## src/rtl/usb_ls_pkg.sv

```systemverilog
// Shared definitions for the low-speed USB receive path.
package usb_ls_pkg;

    localparam int unsigned CYC_PER_BIT_DEF = 33;
    localparam int unsigned SAMPLE_PT_DEF   = 16;
    localparam int unsigned RST_CYCLES_DEF  = 125000;

    // Line state encodings, {DP, DM} as seen with low-speed polarity
    localparam logic [1:0] LINE_SE0 = 2'b00;
    localparam logic [1:0] LINE_J   = 2'b01;
    localparam logic [1:0] LINE_K   = 2'b10;
    localparam logic [1:0] LINE_SE1 = 2'b11;

    typedef enum logic [2:0] {
        RX_IDLE  = 3'd0,
        RX_SYNC  = 3'd1,
        RX_DATA  = 3'd2,
        RX_EOP   = 3'd3,
        RX_ABORT = 3'd4
    } rx_state_e;

endpackage

```

## src/rtl/usb_ls_rx_if.sv

```systemverilog
// Pin, enable and decoded-packet signals of one low-speed receiver.
interface usb_ls_rx_if;

    logic       iDP;
    logic       iDM;
    logic       iEN;
    logic [1:0] oLINE;
    logic       oACTIVE;
    logic       oSOP;
    logic [7:0] oDATA;
    logic       oVALID;
    logic       oEOP;
    logic       oERR;
    logic       oBUSRST;

    modport master (
        output iDP, iDM, iEN,
        input  oLINE, oACTIVE, oSOP, oDATA, oVALID, oEOP, oERR, oBUSRST
    );

    modport slave (
        input  iDP, iDM, iEN,
        output oLINE, oACTIVE, oSOP, oDATA, oVALID, oEOP, oERR, oBUSRST
    );

endinterface

```

## src/rtl/usb_line_sync.sv

```systemverilog
// Two-flop pin synchronizer with line-state decode and a change flag.
module usb_line_sync
    import usb_ls_pkg::*;
(
    input  logic       iCLK,
    input  logic       iRSTN,
    input  logic       iDP,
    input  logic       iDM,
    output logic [1:0] line,
    output logic       line_chg
);

    logic [1:0] meta;

    // Synchronize {DP,DM}; line_chg is high in the first cycle of a new line state
    always_ff @(posedge iCLK or negedge iRSTN) begin
        if (!iRSTN) begin
            meta     <= LINE_J;
            line     <= LINE_J;
            line_chg <= 1'b0;
        end else begin
            meta     <= {iDP, iDM};
            line     <= meta;
            line_chg <= (meta != line);
        end
    end

endmodule

```

## src/rtl/usb_ls_rx.sv

```systemverilog
// Low-speed USB packet receiver: bit recovery, NRZI, unstuffing, SYNC/EOP, bytes.
module usb_ls_rx
    import usb_ls_pkg::*;
#(
    parameter int unsigned CYC_PER_BIT = CYC_PER_BIT_DEF,
    parameter int unsigned SAMPLE_PT   = SAMPLE_PT_DEF,
    parameter int unsigned RST_CYCLES  = RST_CYCLES_DEF
) (
    input  logic        iCLK,
    input  logic        iRSTN,
    usb_ls_rx_if.slave  bus
);

    localparam int unsigned TW       = $clog2(CYC_PER_BIT);
    localparam int unsigned IDLE_CYC = 2 * CYC_PER_BIT;
    localparam int unsigned IW       = $clog2(IDLE_CYC + 1);
    localparam int unsigned RW       = $clog2(RST_CYCLES + 1);

    localparam logic [2:0] S_IDLE  = 3'(RX_IDLE);
    localparam logic [2:0] S_SYNC  = 3'(RX_SYNC);
    localparam logic [2:0] S_DATA  = 3'(RX_DATA);
    localparam logic [2:0] S_EOP   = 3'(RX_EOP);
    localparam logic [2:0] S_ABORT = 3'(RX_ABORT);

    logic [1:0]    line;
    logic          line_chg;
    logic [TW-1:0] tmr;
    logic [IW-1:0] idle_cnt;
    logic [RW-1:0] se0_cnt;
    logic          busrst_q;

    logic [2:0] state,    state_n;
    logic [2:0] zeros,    zeros_n;
    logic [2:0] ones,     ones_n;
    logic [2:0] bitcnt,   bitcnt_n;
    logic [7:0] shreg,    shreg_n;
    logic [7:0] data_q,   data_n;
    logic [1:0] prev_lvl, prev_n;
    logic       err_pend, err_pend_n;
    logic       active_q, active_n;
    logic       sop_q,    sop_n;
    logic       valid_q,  valid_n;
    logic       eop_q,    eop_n;
    logic       err_q,    err_n;

    logic strobe_c;
    logic is_jk_c;
    logic nrzi_c;
    logic idle_ok_c;

    usb_line_sync u_sync (
        .iCLK     (iCLK),
        .iRSTN    (iRSTN),
        .iDP      (bus.iDP),
        .iDM      (bus.iDM),
        .line     (line),
        .line_chg (line_chg)
    );

    assign strobe_c  = (tmr == TW'(SAMPLE_PT));
    assign is_jk_c   = (line == LINE_J) || (line == LINE_K);
    assign nrzi_c    = (line == prev_lvl);
    assign idle_ok_c = (line == LINE_J) && (idle_cnt == IW'(IDLE_CYC));

    // Bit timer: realigns to every line transition, otherwise free-runs one bit period
    always_ff @(posedge iCLK or negedge iRSTN) begin
        if (!iRSTN)
            tmr <= '0;
        else if (line_chg || (tmr == TW'(CYC_PER_BIT - 1)))
            tmr <= '0;
        else
            tmr <= tmr + TW'(1);
    end

    // Cycles since the last line change, saturating at two bit periods
    always_ff @(posedge iCLK or negedge iRSTN) begin
        if (!iRSTN)
            idle_cnt <= '0;
        else if (line_chg)
            idle_cnt <= '0;
        else if (idle_cnt != IW'(IDLE_CYC))
            idle_cnt <= idle_cnt + IW'(1);
    end

    // SE0 duration counter for bus-reset detection
    always_ff @(posedge iCLK or negedge iRSTN) begin
        if (!iRSTN) begin
            se0_cnt  <= '0;
            busrst_q <= 1'b0;
        end else begin
            if (line != LINE_SE0)
                se0_cnt <= '0;
            else if (se0_cnt != RW'(RST_CYCLES))
                se0_cnt <= se0_cnt + RW'(1);
            busrst_q <= (line == LINE_SE0) && (se0_cnt == RW'(RST_CYCLES));
        end
    end

    // Receiver state and datapath registers
    always_ff @(posedge iCLK or negedge iRSTN) begin
        if (!iRSTN) begin
            state    <= S_IDLE;
            zeros    <= '0;
            ones     <= '0;
            bitcnt   <= '0;
            shreg    <= '0;
            data_q   <= '0;
            prev_lvl <= LINE_J;
            err_pend <= 1'b0;
            active_q <= 1'b0;
            sop_q    <= 1'b0;
            valid_q  <= 1'b0;
            eop_q    <= 1'b0;
            err_q    <= 1'b0;
        end else begin
            state    <= state_n;
            zeros    <= zeros_n;
            ones     <= ones_n;
            bitcnt   <= bitcnt_n;
            shreg    <= shreg_n;
            data_q   <= data_n;
            prev_lvl <= prev_n;
            err_pend <= err_pend_n;
            active_q <= active_n;
            sop_q    <= sop_n;
            valid_q  <= valid_n;
            eop_q    <= eop_n;
            err_q    <= err_n;
        end
    end

    // Next-state and output decode, acting only on sample strobes
    always_comb begin
        state_n    = state;
        zeros_n    = zeros;
        ones_n     = ones;
        bitcnt_n   = bitcnt;
        shreg_n    = shreg;
        data_n     = data_q;
        prev_n     = prev_lvl;
        err_pend_n = err_pend;
        sop_n      = 1'b0;
        valid_n    = 1'b0;
        eop_n      = 1'b0;
        err_n      = 1'b0;

        if (strobe_c && is_jk_c)
            prev_n = line;

        case (state)
            S_IDLE: begin
                // The first K after idle J is itself the first SYNC zero
                if (strobe_c && (line == LINE_K)) begin
                    state_n = S_SYNC;
                    zeros_n = 3'd1;
                end
            end
            S_SYNC: begin
                if (strobe_c) begin
                    if (line == LINE_SE1) begin
                        state_n = S_ABORT;
                        eop_n   = 1'b1;
                        err_n   = 1'b1;
                    end else if (line == LINE_SE0) begin
                        state_n = S_IDLE;
                    end else if (!nrzi_c) begin
                        if (zeros != 3'd7)
                            zeros_n = zeros + 3'd1;
                    end else if (zeros >= 3'd5) begin
                        // Stuffing run starts with the first data bit
                        state_n  = S_DATA;
                        sop_n    = 1'b1;
                        ones_n   = 3'd0;
                        bitcnt_n = 3'd0;
                    end else begin
                        state_n = S_IDLE;
                    end
                end
            end
            S_DATA: begin
                if (strobe_c) begin
                    if (line == LINE_SE0) begin
                        state_n    = S_EOP;
                        err_pend_n = (bitcnt != 3'd0);
                    end else if (line == LINE_SE1) begin
                        state_n = S_ABORT;
                        eop_n   = 1'b1;
                        err_n   = 1'b1;
                    end else if (ones == 3'd6) begin
                        if (nrzi_c) begin
                            state_n = S_ABORT;
                            eop_n   = 1'b1;
                            err_n   = 1'b1;
                        end else begin
                            ones_n = 3'd0;
                        end
                    end else begin
                        shreg_n  = {nrzi_c, shreg[7:1]};
                        ones_n   = nrzi_c ? (ones + 3'd1) : 3'd0;
                        bitcnt_n = bitcnt + 3'd1;
                        if (bitcnt == 3'd7) begin
                            data_n  = shreg_n;
                            valid_n = 1'b1;
                        end
                    end
                end
            end
            S_EOP: begin
                if (strobe_c) begin
                    if (line == LINE_J) begin
                        state_n = S_IDLE;
                        eop_n   = 1'b1;
                        err_n   = err_pend;
                    end else if (line != LINE_SE0) begin
                        state_n = S_ABORT;
                        eop_n   = 1'b1;
                        err_n   = 1'b1;
                    end
                end
            end
            S_ABORT: begin
                if (idle_ok_c)
                    state_n = S_IDLE;
            end
            default: state_n = S_IDLE;
        endcase

        // Disable overrides everything; a packet in flight is closed as bad
        if (!bus.iEN) begin
            state_n    = S_IDLE;
            zeros_n    = 3'd0;
            ones_n     = 3'd0;
            bitcnt_n   = 3'd0;
            err_pend_n = 1'b0;
            data_n     = data_q;
            sop_n      = 1'b0;
            valid_n    = 1'b0;
            eop_n      = (state == S_DATA) || (state == S_EOP);
            err_n      = eop_n;
        end

        // Active through the end-of-packet pulse, dropping the cycle after
        active_n = (state_n == S_DATA) || (state_n == S_EOP) || (eop_n && active_q);
    end

    assign bus.oLINE   = line;
    assign bus.oACTIVE = active_q;
    assign bus.oSOP    = sop_q;
    assign bus.oDATA   = data_q;
    assign bus.oVALID  = valid_q;
    assign bus.oEOP    = eop_q;
    assign bus.oERR    = err_q;
    assign bus.oBUSRST = busrst_q;

endmodule

```

## src/flat_wrapper.sv

```systemverilog
// flat-port wrapper written by rule: the top's interface ports become plain ports
module usb_ls_rx_flat import usb_ls_pkg::*;
#(
    parameter int unsigned CYC_PER_BIT = CYC_PER_BIT_DEF,
    parameter int unsigned SAMPLE_PT   = SAMPLE_PT_DEF,
    parameter int unsigned RST_CYCLES  = RST_CYCLES_DEF
)
  (iCLK, iRSTN, bus_iDP, bus_iDM, bus_iEN, bus_oLINE, bus_oACTIVE, bus_oSOP, bus_oDATA, bus_oVALID, bus_oEOP, bus_oERR, bus_oBUSRST);
  usb_ls_rx_if bus_i ();
  input  logic iCLK;
  input  logic iRSTN;
  input wire logic [$bits(bus_i.iDP)-1:0] bus_iDP;
  input wire logic [$bits(bus_i.iDM)-1:0] bus_iDM;
  input wire logic [$bits(bus_i.iEN)-1:0] bus_iEN;
  output wire logic [$bits(bus_i.oLINE)-1:0] bus_oLINE;
  output wire logic [$bits(bus_i.oACTIVE)-1:0] bus_oACTIVE;
  output wire logic [$bits(bus_i.oSOP)-1:0] bus_oSOP;
  output wire logic [$bits(bus_i.oDATA)-1:0] bus_oDATA;
  output wire logic [$bits(bus_i.oVALID)-1:0] bus_oVALID;
  output wire logic [$bits(bus_i.oEOP)-1:0] bus_oEOP;
  output wire logic [$bits(bus_i.oERR)-1:0] bus_oERR;
  output wire logic [$bits(bus_i.oBUSRST)-1:0] bus_oBUSRST;
  assign bus_i.iDP = bus_iDP;
  assign bus_i.iDM = bus_iDM;
  assign bus_i.iEN = bus_iEN;
  assign bus_oLINE = bus_i.oLINE;
  assign bus_oACTIVE = bus_i.oACTIVE;
  assign bus_oSOP = bus_i.oSOP;
  assign bus_oDATA = bus_i.oDATA;
  assign bus_oVALID = bus_i.oVALID;
  assign bus_oEOP = bus_i.oEOP;
  assign bus_oERR = bus_i.oERR;
  assign bus_oBUSRST = bus_i.oBUSRST;
  usb_ls_rx #(.CYC_PER_BIT(CYC_PER_BIT), .SAMPLE_PT(SAMPLE_PT), .RST_CYCLES(RST_CYCLES)) u_core (.iCLK(iCLK), .iRSTN(iRSTN), .bus(bus_i));
endmodule
```

## config.mk

```make
export PLATFORM = sky130hd
export DESIGN_NAME = usb_ls_rx_flat
export DESIGN_NICKNAME = d
export VERILOG_FILES = /design/src/rtl/usb_ls_pkg.sv /design/src/rtl/usb_ls_rx_if.sv /design/src/rtl/usb_line_sync.sv /design/src/rtl/usb_ls_rx.sv /design/src/flat_wrapper.sv
export SDC_FILE = /design/constraint.sdc
export NUM_CORES = 1
export LEC_CHECK = 0
export ABC_AREA = 1
export BUFFER_PORTS_ARGS = -buffer_cell sky130_fd_sc_hd__buf_2
export CORE_MARGIN = 10
export CORE_UTILIZATION = 45
export DETAILED_ROUTE_END_ITERATION = 7
export PLACE_DENSITY_LB_ADDON = 0.08
export SYNTH_ARGS = -nofsm -noshare
export SYNTH_HDL_FRONTEND = slang
export SYNTH_SLANG_ARGS = --single-unit
export TNS_END_PERCENT = 1
```

## constraint.sdc

```tcl
create_clock -name iCLK -period 3.7 [get_ports iCLK]
set_input_delay 0.74 -clock iCLK [delete_from_list [all_inputs] [get_ports iCLK]]
set_output_delay 0.74 -clock iCLK [all_outputs]
set_load 0.02 [all_outputs]
```

After elaboration in Yosys (flattened, before gate mapping) --
Cells that the tools add are included.
Storage, ports and cells: flip-flop bits (word level) 72, latch bits 0, bits in writable memories 0, ROM bits 0, bits of input ports 5, output and inout bits 16, logic and storage cells 173, memories 0
Cells by class: $add $sub $neg 6, $mul 0, div/mod/pow operators 0, magnitude comparators 1, equal/unequal tests 38, shift operators 0, mux-type cells 83, bitwise gates (word level) 3, reduce and logical (&&, ||, !) cells 22
Operators with widths (number):
- $mux W3 | 39
- $mux W17 | 2
- $mux W1 | 32
- $ne A3 B3 Y1 const B | 7
- $reduce_and A10 Y1 | 2
- $ne A3 B2 Y1 const B | 6
- $pmux W3 S2 | 3
- $add A17 B1 Y17 const B | 1
- $eq A17 B17 Y1 const B | 1
- $ne A17 B17 Y1 const B | 1
- $pmux W3 S5 | 1
- $mux W7 | 2
- $reduce_and A7 Y1 | 2
- $eq A3 B2 Y1 const B | 4
- $add A3 B1 Y3 const B | 3
- $eq A3 B3 Y1 const B | 3
- $add A7 B1 Y7 const B | 1
- $eq A7 B7 Y1 const B | 1
- $ne A7 B7 Y1 const B | 1
- $add A6 B1 Y6 const B | 1
- $eq A6 B5 Y1 const B | 1
- $eq A6 B6 Y1 const B | 1
- $mux W6 | 1
- $ne A2 B1 Y1 const B | 3
- 19 further kinds | 34

Longest topological paths before layout --
Gate-level depths: netlist (run 1).
word-level depth 11, depth in mapped cells 13, gate-level depth less buffers 12

Modules after synthesis --
A second synthesis (run 1) with hierarchy kept.
Unflattened totals: cell total of the unflattened synthesis 479, area, all modules 3903.7 um^2
By module, submodules not included:
- usb_ls_rx | instances 1, cells each 467, area each 3744.8 um^2, seq. area each 1652.8 um^2
- usb_line_sync | instances 1, cells each 12, area each 158.9 um^2, seq. area each 127.6 um^2

Worst setup path before layout (run 1) --
Ideal clock, no wire load.
path type reg2reg, start register u_core.u_sync.line[0], end register u_core.ones[0], setup time 0.118 ns, arrival 1.928 ns, path slack 1.654 ns, cell stages (with the launch flop) 12, clock period less this slack 2.046 ns, cell sequence dfstp_2 > inv_1 > ha_1 > buf_2 > nor2_1 > nand2_1 > nor3_1 > nand2_1 > nand2_2 > nand3_1 > nand2_1 > nand2_1
On the way: longest elaborated chain between the ends 8, elaborated cells between the ends (all ways) 17, those cells by class 8 x eq/ne; 7 x mux; 2 x reduce/logical
RTL lines:
- from (decl) | RTL line usb_line_sync.sv:9 | output logic [1:0] line,
- from (signal assigned) | RTL line usb_line_sync.sv:23 | line <= meta;
- $eq A2 B2 Y1 | RTL line usb_ls_rx.sv:62 | assign nrzi_c = (line == prev_lvl);
- $mux W3 | RTL line usb_ls_rx.sv:199 | ones_n = nrzi_c ? (ones + 3'd1) : 3'd0;
- $mux W3 | RTL line usb_ls_rx.sv:189 | end else if (ones == 3'd6) begin
- $mux W3 | RTL line usb_ls_rx.sv:185 | end else if (line == LINE_SE1) begin
- $mux W3 | RTL line usb_ls_rx.sv:182 | if (line == LINE_SE0) begin
- $mux W3 | RTL line usb_ls_rx.sv:181 | if (strobe_c) begin
- $pmux W3 S2 | RTL line usb_ls_rx.sv:150 | case (state)
- $mux W3 | RTL line usb_ls_rx.sv:229 | if (!bus.iEN) begin
- to (signal assigned) | RTL line usb_ls_rx.sv:118 | ones <= ones_n;
- to (decl) | RTL line usb_ls_rx.sv:34 | logic [2:0] ones, ones_n;
Parallel ways exist; a longest one is shown, timed or not. The select of a mux whose other input is x is not followed. A chain may end at the register's enable or synchronous reset.

Final worst setup path (run 1) --
start register u_core.u_sync.line[0], end register u_core.ones[2]
The elaborated chain is that of the path after synthesis.

==> flow_results.xml, run 1 <==
<?xml version="1.0" encoding="UTF-8"?>
<metrics>
  <group name="status">
    <metric name="run_status" unit="">complete, no violations</metric>
  </group>
  <group name="placed_design">
    <metric name="hpwl" unit="µm">5768</metric>
    <metric name="place_worst_setup_slack" unit="ns">1.250</metric>
    <metric name="place_congestion" unit="">0.8608</metric>
    <metric name="portBuffers" unit="">20</metric>
  </group>
  <group name="clock_network">
    <metric name="cts_buffer_depth" unit="">2</metric>
    <metric name="worst_setup_hold_path_clk_slew" unit="ns">0.07</metric>
    <metric name="post_cts_buffers" unit="">0</metric>
    <metric name="cts_htree_levels" unit="">3</metric>
    <metric name="clock_sink_count" unit="">71</metric>
    <metric name="cts_made_buffers" unit="">9</metric>
    <metric name="cts_hold_buf" unit="">0</metric>
    <metric name="post_cts_resized" unit="">0</metric>
    <metric name="tritoncts_clock_tree" unit="">built</metric>
    <metric name="clkLatencyLatePin" unit="ns">0.35</metric>
    <metric name="cts_root_buf" unit="">sky130_fd_sc_hd__clkbuf_8</metric>
  </group>
  <group name="power">
    <metric name="clockPowerShare" unit="%">43.1</metric>
    <metric name="power.combinational.fraction" unit="%">4.7</metric>
    <metric name="cellInternalPower" unit="mW">1.174</metric>
    <metric name="power-per-cell-area" unit="mW/mm²">369.6</metric>
    <metric name="total_power" unit="mW">1.527</metric>
    <metric name="switching_power" unit="µW">353.4</metric>
    <metric name="power.static_leakage" unit="nW">2.013</metric>
    <metric name="power.share.sequential" unit="%">52.2</metric>
    <metric name="power.share.switching" unit="%">23.14</metric>
    <metric name="vdd_ir_drop_max" unit="mV">0.1718</metric>
  </group>
  <group name="sta">
    <metric name="final-hold-violation-count" unit="">0</metric>
    <metric name="clock_tree_skew_after_final_layout" unit="ns">0.008714</metric>
    <metric name="relSlewSlack" unit="%">48.43</metric>
    <metric name="timing.final.crit_share" unit="%">66.07</metric>
    <metric name="achievable-frequency" unit="GHz">0.4090</metric>
    <metric name="drv_slew" unit="">0</metric>
    <metric name="setup_repair_after_global_routing_missed_its_margin" unit="">false</metric>
    <metric name="layout_setup_ws" unit="ns">1.255</metric>
    <metric name="finalSetupTns" unit="ns">0</metric>
    <metric name="fin_crit" unit="ns">2.445</metric>
    <metric name="fin_hold_ws" unit="ns">0.3766</metric>
    <metric name="tightestPinTransition" unit="ns">0.7707</metric>
    <metric name="setup-violations-final" unit="">0</metric>
  </group>
  <group name="layout">
    <metric name="layout.filler_cells" unit="">786</metric>
    <metric name="areaGrowthSynthToFinish" unit="%">11.67</metric>
    <metric name="final_core_util" unit="%">51.05</metric>
    <metric name="antenna_cells_inserted" unit="">0</metric>
    <metric name="final_layout_size_suffix_gt1_share" unit="%">10.97</metric>
    <metric name="finish.net_count" unit="">501</metric>
  </group>
  <group name="route">
    <metric name="drt-wirelength-per-cell" unit="µm">13.04</metric>
    <metric name="final_routed_drc_violation_total" unit="">0</metric>
    <metric name="vias" unit="">2962</metric>
    <metric name="top_layer_used" unit="">met4</metric>
    <metric name="ant_nets" unit="">0</metric>
    <metric name="drt-vias-per-instance" unit="">5.037</metric>
    <metric name="met1_length" unit="µm">3796</metric>
    <metric name="dr_wl_met2" unit="µm">3473</metric>
    <metric name="drt-pass1-iter-count" unit="">4</metric>
    <metric name="met3WireLength" unit="µm">253</metric>
    <metric name="totalWireLength" unit="µm">7666</metric>
    <metric name="drt_iter0_markers" unit="">137</metric>
  </group>
  <group name="min_path">
    <metric name="min_path_type" unit="">flop to flop</metric>
  </group>
  <group name="setup_path">
    <metric name="worstSetupPathType" unit="">flop to flop</metric>
    <metric name="worst_ep_arrival" unit="ns">2.68</metric>
    <metric name="cp-end-kind" unit="">flop</metric>
    <metric name="r2r_slack" unit="ns">1.26</metric>
    <metric name="startpoint_type_of_the_worst_setup_path" unit="">flop</metric>
    <metric name="critPathRequiredTime" unit="ns">3.93</metric>
    <metric name="worst_path_max_fanout" unit="">16</metric>
    <metric name="worst_r2r_path_depth" unit="">10</metric>
    <metric name="crit_start" unit="">u_core.u_sync.line[0]$_DFF_PN1_</metric>
    <metric name="critical_path.reg2reg.endpoint" unit="">u_core.ones[2]$_DFFE_PN0P_</metric>
    <metric name="crit_end" unit="">u_core.ones[2]$_DFFE_PN0P_</metric>
    <metric name="r2r-start" unit="">u_core.u_sync.line[0]$_DFF_PN1_</metric>
  </group>
  <group name="grt">
    <metric name="grt_overflow_total" unit="">0</metric>
    <metric name="number_of_global_route_vias_before_repair" unit="">2851</metric>
    <metric name="globalRouteTotalUtil" unit="%">12.80</metric>
    <metric name="global_route_wire_length_before_repair" unit="µm">13340</metric>
    <metric name="grt_antenna_before_repair" unit="">0</metric>
    <metric name="maximum_number_of_pins_on_one_net_before_global_route_repair" unit="">39</metric>
  </group>
  <group name="die">
    <metric name="floorplan.core_area" unit="mm²">0.008093</metric>
    <metric name="initial_core_util" unit="%">45.72</metric>
    <metric name="die-height" unit="µm">110.7</metric>
    <metric name="die_w" unit="µm">110.7</metric>
    <metric name="placementRows" unit="">33</metric>
    <metric name="io-pin-count" unit="">21</metric>
    <metric name="area_of_the_die" unit="mm²">0.01225</metric>
  </group>
  <group name="logic_synthesis">
    <metric name="yosys-top-cells-area" unit="">sky130_fd_sc_hd__dfrtp_1 (46%), sky130_fd_sc_hd__nand2_1 (11%), sky130_fd_sc_hd__ha_1 (6.1%)</metric>
    <metric name="synthDistinctLibCells" unit="">32</metric>
    <metric name="synthDominantCellAreaShare" unit="%">45.99</metric>
    <metric name="syn-cell-area" unit="mm²">0.003700</metric>
    <metric name="yosys_warnings" unit="">0</metric>
    <metric name="sequential_area_share_after_synthesis" unit="%">48.12</metric>
    <metric name="yosysMostFrequentCell" unit="">sky130_fd_sc_hd__nand2_1</metric>
    <metric name="synth_ff_type" unit="">sky130_fd_sc_hd__dfrtp_1</metric>
    <metric name="synthesis.instances" unit="">452</metric>
    <metric name="synth_edf_count" unit="">0</metric>
    <metric name="syn_nets" unit="">475</metric>
    <metric name="synth.cells.most_frequent" unit="">sky130_fd_sc_hd__nand2_1 (106), sky130_fd_sc_hd__dfrtp_1 (68), sky130_fd_sc_hd__inv_1 (59)</metric>
    <metric name="postSynthAreaPerCell" unit="µm²">8.185</metric>
    <metric name="postSynth.asyncResetShare" unit="%">100.0</metric>
    <metric name="ys_seq_elements" unit="">71</metric>
    <metric name="synth.largest_area_cell" unit="">sky130_fd_sc_hd__dfrtp_1</metric>
  </group>
  <group name="flow_run">
    <metric name="max_cap_viol_count" unit="">0</metric>
  </group>
</metrics>
metrics by stage:
step	instances	area, µm²
2_1_floorplan	452	3700
3_3_place_gp	572	3915
3_5_place_dp	572	3915
4_1_cts	588	4131
5_1_grt	588	4131
6_report	588	4131
cell usage in the layout, fill, tap and decap left out, drive strengths merged, types with 2 or more instances in the layout:
cell type,instances
a211oi,2
a21oi,13
a31oi,3
buf,21
clkbuf,12
clkinv,3
dfrtp,68
dfstp,3
ha,18
inv,61
nand2,108
nand3,25
nand4,18
nor2,50
nor3,20
nor3b,4
nor4,6
o21ai,33
xnor2,3
xor2,6
area by class of cell:
| type | count | area, µm² | share of cell area (%) |
|---|---|---|---|
| Multi-Input combinational cell | 313 | 1650 | 39.95 |
| Clock buffer | 12 | 165.2 | 3.998 |
| Inverter | 62 | 232.7 | 5.633 |
| Tap cell | 105 | 131.4 | 3.180 |
| Clock inverter | 4 | 51.30 | 1.242 |
| Timing Repair Buffer | 21 | 120.1 | 2.907 |
| Sequential cell | 71 | 1780 | 43.10 |
routing by layer:
metal  up-vias  GRT usage, %
met5         -             0
met4         0         5.990
met3        15         3.139
met2        38         19.38
met1      1380         16.74
li1       1529             -
critical path: stages, from the launching register on:
cell and delay, ns:
sky130_fd_sc_hd__dfstp_2 0.61, sky130_fd_sc_hd__inv_1 0.10, sky130_fd_sc_hd__ha_1 0.41, sky130_fd_sc_hd__nor2_1 0.32
sky130_fd_sc_hd__nand2_1 0.08, sky130_fd_sc_hd__nor3_1 0.24, sky130_fd_sc_hd__nand2_1 0.12, sky130_fd_sc_hd__nand2_2 0.17
sky130_fd_sc_hd__nand3_1 0.14, sky130_fd_sc_hd__nand2_1 0.09, sky130_fd_sc_hd__nand2_1 0.05
state kept, by name (all words and copies together), names as in the netlist, 3 cells and up:
name              cells
u_core.se0_cnt       17
u_core.bus.oDATA      8
u_core.idle_cnt       7
u_core.shreg          7
u_core.tmr            6
u_core.bitcnt         3
u_core.ones           3
u_core.state          3
u_core.zeros          3
worst min path at each step:
stage | start | end | slack [ns] | cells after the start
finish | u_core.u_sync.meta[0]$_DFF_PN1_ | u_core.u_sync.line[0]$_DFF_PN1_ | 0.38 | 0
global route | u_core.u_sync.meta[0]$_DFF_PN1_ | u_core.u_sync.line[0]$_DFF_PN1_ | 0.38 | 0
CTS | u_core.u_sync.meta[0]$_DFF_PN1_ | u_core.u_sync.line[0]$_DFF_PN1_ | 0.38 | 0
detailed placement | u_core.u_sync.meta[0]$_DFF_PN1_ | u_core.u_sync.line[0]$_DFF_PN1_ | 0.36 | 0
global placement | u_core.u_sync.meta[0]$_DFF_PN1_ | u_core.u_sync.line[0]$_DFF_PN1_ | 0.37 | 0
floorplan | u_core.u_sync.meta[0]$_DFF_PN1_ | u_core.u_sync.line[0]$_DFF_PN1_ | 0.36 | 0
logic make-up after synthesis:
group,Yosys count,share of synthesized area [%]
xor gates and xnor gates,9,2.131
and+or+nand+nor,233,28.24
DFF,71,48.12
AOI/OAI and AO/OA,53,8.150
adders and majority gates,18,6.087
buffers and inverters,68,7.271
power by group through the flow:
stage / combinational [mW] / clock (mW) / sequential, mW
2_1_floorplan: 0.0384 / 0 / 0.811
3_3_place_gp: 0.0725 / 0 / 0.813
3_5_place_dp: 0.0731 / 0 / 0.813
4_1_cts: 0.0734 / 0.682 / 0.798
5_1_grt: 0.0833 / 0.715 / 0.800
6_report: 0.0711 / 0.658 / 0.798
Note: power is estimated with default switching activity, not from simulation.
==> inputs of run 2 (changes only) <==
clock period = 2.2 ns   (was 3.7 ns; I/O delays follow)
==> run 2 against run 1 <==
Effect of this change:
- first-iteration DRC count rose by 39%
- die area did not move
- register-to-register slack got worse by 1.1 ns
- non-clock buffer count rose by 7
- combinational power rose by 72%
- sequential power rose by 68%
- sequential share of layout area fell by 1.1 points
- largest cell class unchanged
==> flow_results.xml, run 2 (same netlist as run 1, synthesis figures left out) <==
<?xml version="1.0" encoding="UTF-8"?>
<metrics>
  <group name="clock_network">
    <metric name="clock_sink_count" unit="">71</metric>
    <metric name="tritoncts_clock_tree" unit="">built</metric>
    <metric name="post_cts_buffers" unit="">0</metric>
    <metric name="clkLatencyLatePin" unit="ns">0.35</metric>
    <metric name="cts_hold_buf" unit="">0</metric>
    <metric name="cts_root_buf" unit="">sky130_fd_sc_hd__clkbuf_8</metric>
    <metric name="cts_buffer_depth" unit="">2</metric>
    <metric name="worst_setup_hold_path_clk_slew" unit="ns">0.08</metric>
    <metric name="cts_htree_levels" unit="">3</metric>
    <metric name="cts_made_buffers" unit="">9</metric>
  </group>
  <group name="route">
    <metric name="met3WireLength" unit="µm">322</metric>
    <metric name="drt-wirelength-per-cell" unit="µm">12.91</metric>
    <metric name="top_layer_used" unit="">met4</metric>
    <metric name="dr_wl_met2" unit="µm">3595</metric>
    <metric name="drt-vias-per-instance" unit="">5.108</metric>
    <metric name="drt_iter0_markers" unit="">190</metric>
    <metric name="vias" unit="">3039</metric>
    <metric name="met1_length" unit="µm">3703</metric>
    <metric name="totalWireLength" unit="µm">7682</metric>
    <metric name="drt-pass1-iter-count" unit="">4</metric>
    <metric name="ant_nets" unit="">0</metric>
    <metric name="final_routed_drc_violation_total" unit="">0</metric>
  </group>
  <group name="die">
    <metric name="initial_core_util" unit="%">45.72</metric>
    <metric name="die-height" unit="µm">110.7</metric>
    <metric name="placementRows" unit="">33</metric>
    <metric name="die_w" unit="µm">110.7</metric>
    <metric name="io-pin-count" unit="">21</metric>
    <metric name="floorplan.core_area" unit="mm²">0.008093</metric>
    <metric name="area_of_the_die" unit="mm²">0.01225</metric>
  </group>
  <group name="grt">
    <metric name="grt_overflow_total" unit="">0</metric>
    <metric name="number_of_global_route_vias_before_repair" unit="">2884</metric>
    <metric name="global_route_wire_length_before_repair" unit="µm">13390</metric>
    <metric name="maximum_number_of_pins_on_one_net_before_global_route_repair" unit="">38</metric>
    <metric name="grt_antenna_before_repair" unit="">0</metric>
    <metric name="globalRouteTotalUtil" unit="%">12.79</metric>
  </group>
  <group name="setup_path">
    <metric name="worst_ep_arrival" unit="ns">2.25</metric>
    <metric name="worstSetupPathType" unit="">flop to flop</metric>
    <metric name="critical_path.reg2reg.endpoint" unit="">u_core.bitcnt[2]$_DFFE_PN0P_</metric>
    <metric name="worst_path_max_fanout" unit="">8</metric>
    <metric name="startpoint_type_of_the_worst_setup_path" unit="">flop</metric>
    <metric name="critPathRequiredTime" unit="ns">2.44</metric>
    <metric name="r2r-start" unit="">u_core.u_sync.line[0]$_DFF_PN1_</metric>
    <metric name="worst_r2r_path_depth" unit="">10</metric>
    <metric name="r2r_slack" unit="ns">0.19</metric>
    <metric name="cp-end-kind" unit="">flop</metric>
  </group>
  <group name="layout">
    <metric name="finish.cell_count_without_fillers" unit="">595</metric>
    <metric name="registers.top_by_ff_count" unit="">u_core.se0_cnt</metric>
    <metric name="layout_commonest_cell" unit="">sky130_fd_sc_hd__nand2_1</metric>
    <metric name="final_core_util" unit="%">52.35</metric>
    <metric name="finish.net_count" unit="">508</metric>
    <metric name="mostFrequentLayoutCells" unit="">sky130_fd_sc_hd__nand2_1 (105), sky130_fd_sc_hd__dfrtp_1 (68), sky130_fd_sc_hd__inv_1 (59)</metric>
    <metric name="largest_register_ff_count" unit="">17</metric>
    <metric name="layout.filler_cells" unit="">782</metric>
    <metric name="antenna_cells_inserted" unit="">0</metric>
    <metric name="final_layout_size_suffix_gt1_share" unit="%">13.06</metric>
    <metric name="areaGrowthSynthToFinish" unit="%">14.51</metric>
  </group>
  <group name="sta">
    <metric name="relSlewSlack" unit="%">49.25</metric>
    <metric name="timing.final.crit_share" unit="%">91.48</metric>
    <metric name="clock_tree_skew_after_final_layout" unit="ns">0.01008</metric>
    <metric name="final-hold-violation-count" unit="">0</metric>
    <metric name="tightestPinTransition" unit="ns">0.7547</metric>
    <metric name="fin_crit" unit="ns">2.013</metric>
    <metric name="setup-violations-final" unit="">0</metric>
    <metric name="fin_hold_ws" unit="ns">0.1247</metric>
    <metric name="drv_slew" unit="">0</metric>
    <metric name="achievable-frequency" unit="GHz">0.4969</metric>
  </group>
  <group name="power">
    <metric name="power-per-cell-area" unit="mW/mm²">667.0</metric>
    <metric name="vdd_ir_drop_max" unit="mV">0.3422</metric>
    <metric name="power.static_leakage" unit="nW">2.064</metric>
  </group>
  <group name="placed_design">
    <metric name="place_congestion" unit="">0.8530</metric>
    <metric name="portBuffers" unit="">20</metric>
    <metric name="place.detailed.instances" unit="">579</metric>
    <metric name="hpwl" unit="µm">5717</metric>
  </group>
  <group name="min_path">
    <metric name="min_path_type" unit="">primary input to async pin</metric>
  </group>
  <group name="flow_run">
    <metric name="max_cap_viol_count" unit="">0</metric>
  </group>
  <group name="status">
    <metric name="run_status" unit="">complete, no violations</metric>
  </group>
</metrics>
-- run 2: power by group --
part	internal (mW)	switching (mW)	leakage, nW	total (mW)
registers	1.32	0.0198	0.968	1.34
logic	0.0349	0.0871	0.969	0.122
clock network	0.867	0.496	0.126	1.36
total	2.22	0.603	2.06	2.83
-- run 2: how the worst max path moves through the flow --
stage / slack (ns) / to / start / cells after the start
2_1_floorplan: 0.15 / u_core.ones[0]$_DFFE_PN0P_ / u_core.u_sync.line[0]$_DFF_PN1_ / 11
3_3_place_gp: 0.21 / u_core.ones[1]$_DFFE_PN0P_ / u_core.u_sync.line[0]$_DFF_PN1_ / 10
3_5_place_dp: 0.12 / u_core.ones[1]$_DFFE_PN0P_ / u_core.u_sync.line[0]$_DFF_PN1_ / 10
4_1_cts: 0.11 / u_core.ones[1]$_DFFE_PN0P_ / u_core.u_sync.line[0]$_DFF_PN1_ / 10
5_1_grt: -0.03 / u_core.bitcnt[1]$_DFFE_PN0P_ / u_core.u_sync.line[0]$_DFF_PN1_ / 10
6_report: 0.19 / u_core.bitcnt[2]$_DFFE_PN0P_ / u_core.u_sync.line[0]$_DFF_PN1_ / 10
-- run 2: what timing repair did --
| item | 4_1_cts | 5_1_grt |
|---|---|---|
| hold endpoints to repair | 0 | 0 |
| resized for setup | 0 | 6 |
| endpoints found under the setup margin | 0 | 8 |
-- run 2: layout make-up --
cell class / instances / area (µm²) / area share (%)
multi-input combinational: 313 / 1672 / 39.46
clock buffer: 10 / 127.6 / 3.012
inverter: 62 / 232.7 / 5.493
sequential: 71 / 1780 / 42.03
timing repair buffer: 28 / 160.2 / 3.780
clock inverter: 6 / 132.6 / 3.131
tap: 105 / 131.4 / 3.101
-- run 2: through the flow --
stage,setup WS [ns],setup TNS (ns),power [mW],area [µm²]
global placement,0.2073,0,1.488,3955
global route,-0.02895,-0.05746,2.942,4237
CTS,0.1149,0,2.860,4215
detailed placement,0.1159,0,1.491,3955
finish,0.1875,0,2.826,4237
floorplan,0.1544,0,1.429,3700
-- run 2: worst max-delay path, cell delays in order (launching register included) --
cell and delay, ns:
sky130_fd_sc_hd__dfstp_2 0.60, sky130_fd_sc_hd__inv_1 0.10, sky130_fd_sc_hd__ha_1 0.24, sky130_fd_sc_hd__nor2_2 0.16
sky130_fd_sc_hd__nand2_1 0.08, sky130_fd_sc_hd__nor3_2 0.25, sky130_fd_sc_hd__nand2_2 0.11, sky130_fd_sc_hd__nand2_4 0.11
sky130_fd_sc_hd__nand3_1 0.12, sky130_fd_sc_hd__nand2_1 0.09, sky130_fd_sc_hd__nand2_1 0.05
-- run 2: layer usage --
| metal | GRT usage, % | vias up |
|---|---|---|
| li1 | - | 1537 |
| met1 | 16.97 | 1441 |
| met2 | 19.42 | 55 |
| met3 | 3.788 | 6 |
| met4 | 4.167 | 0 |
| met5 | 0 | - |
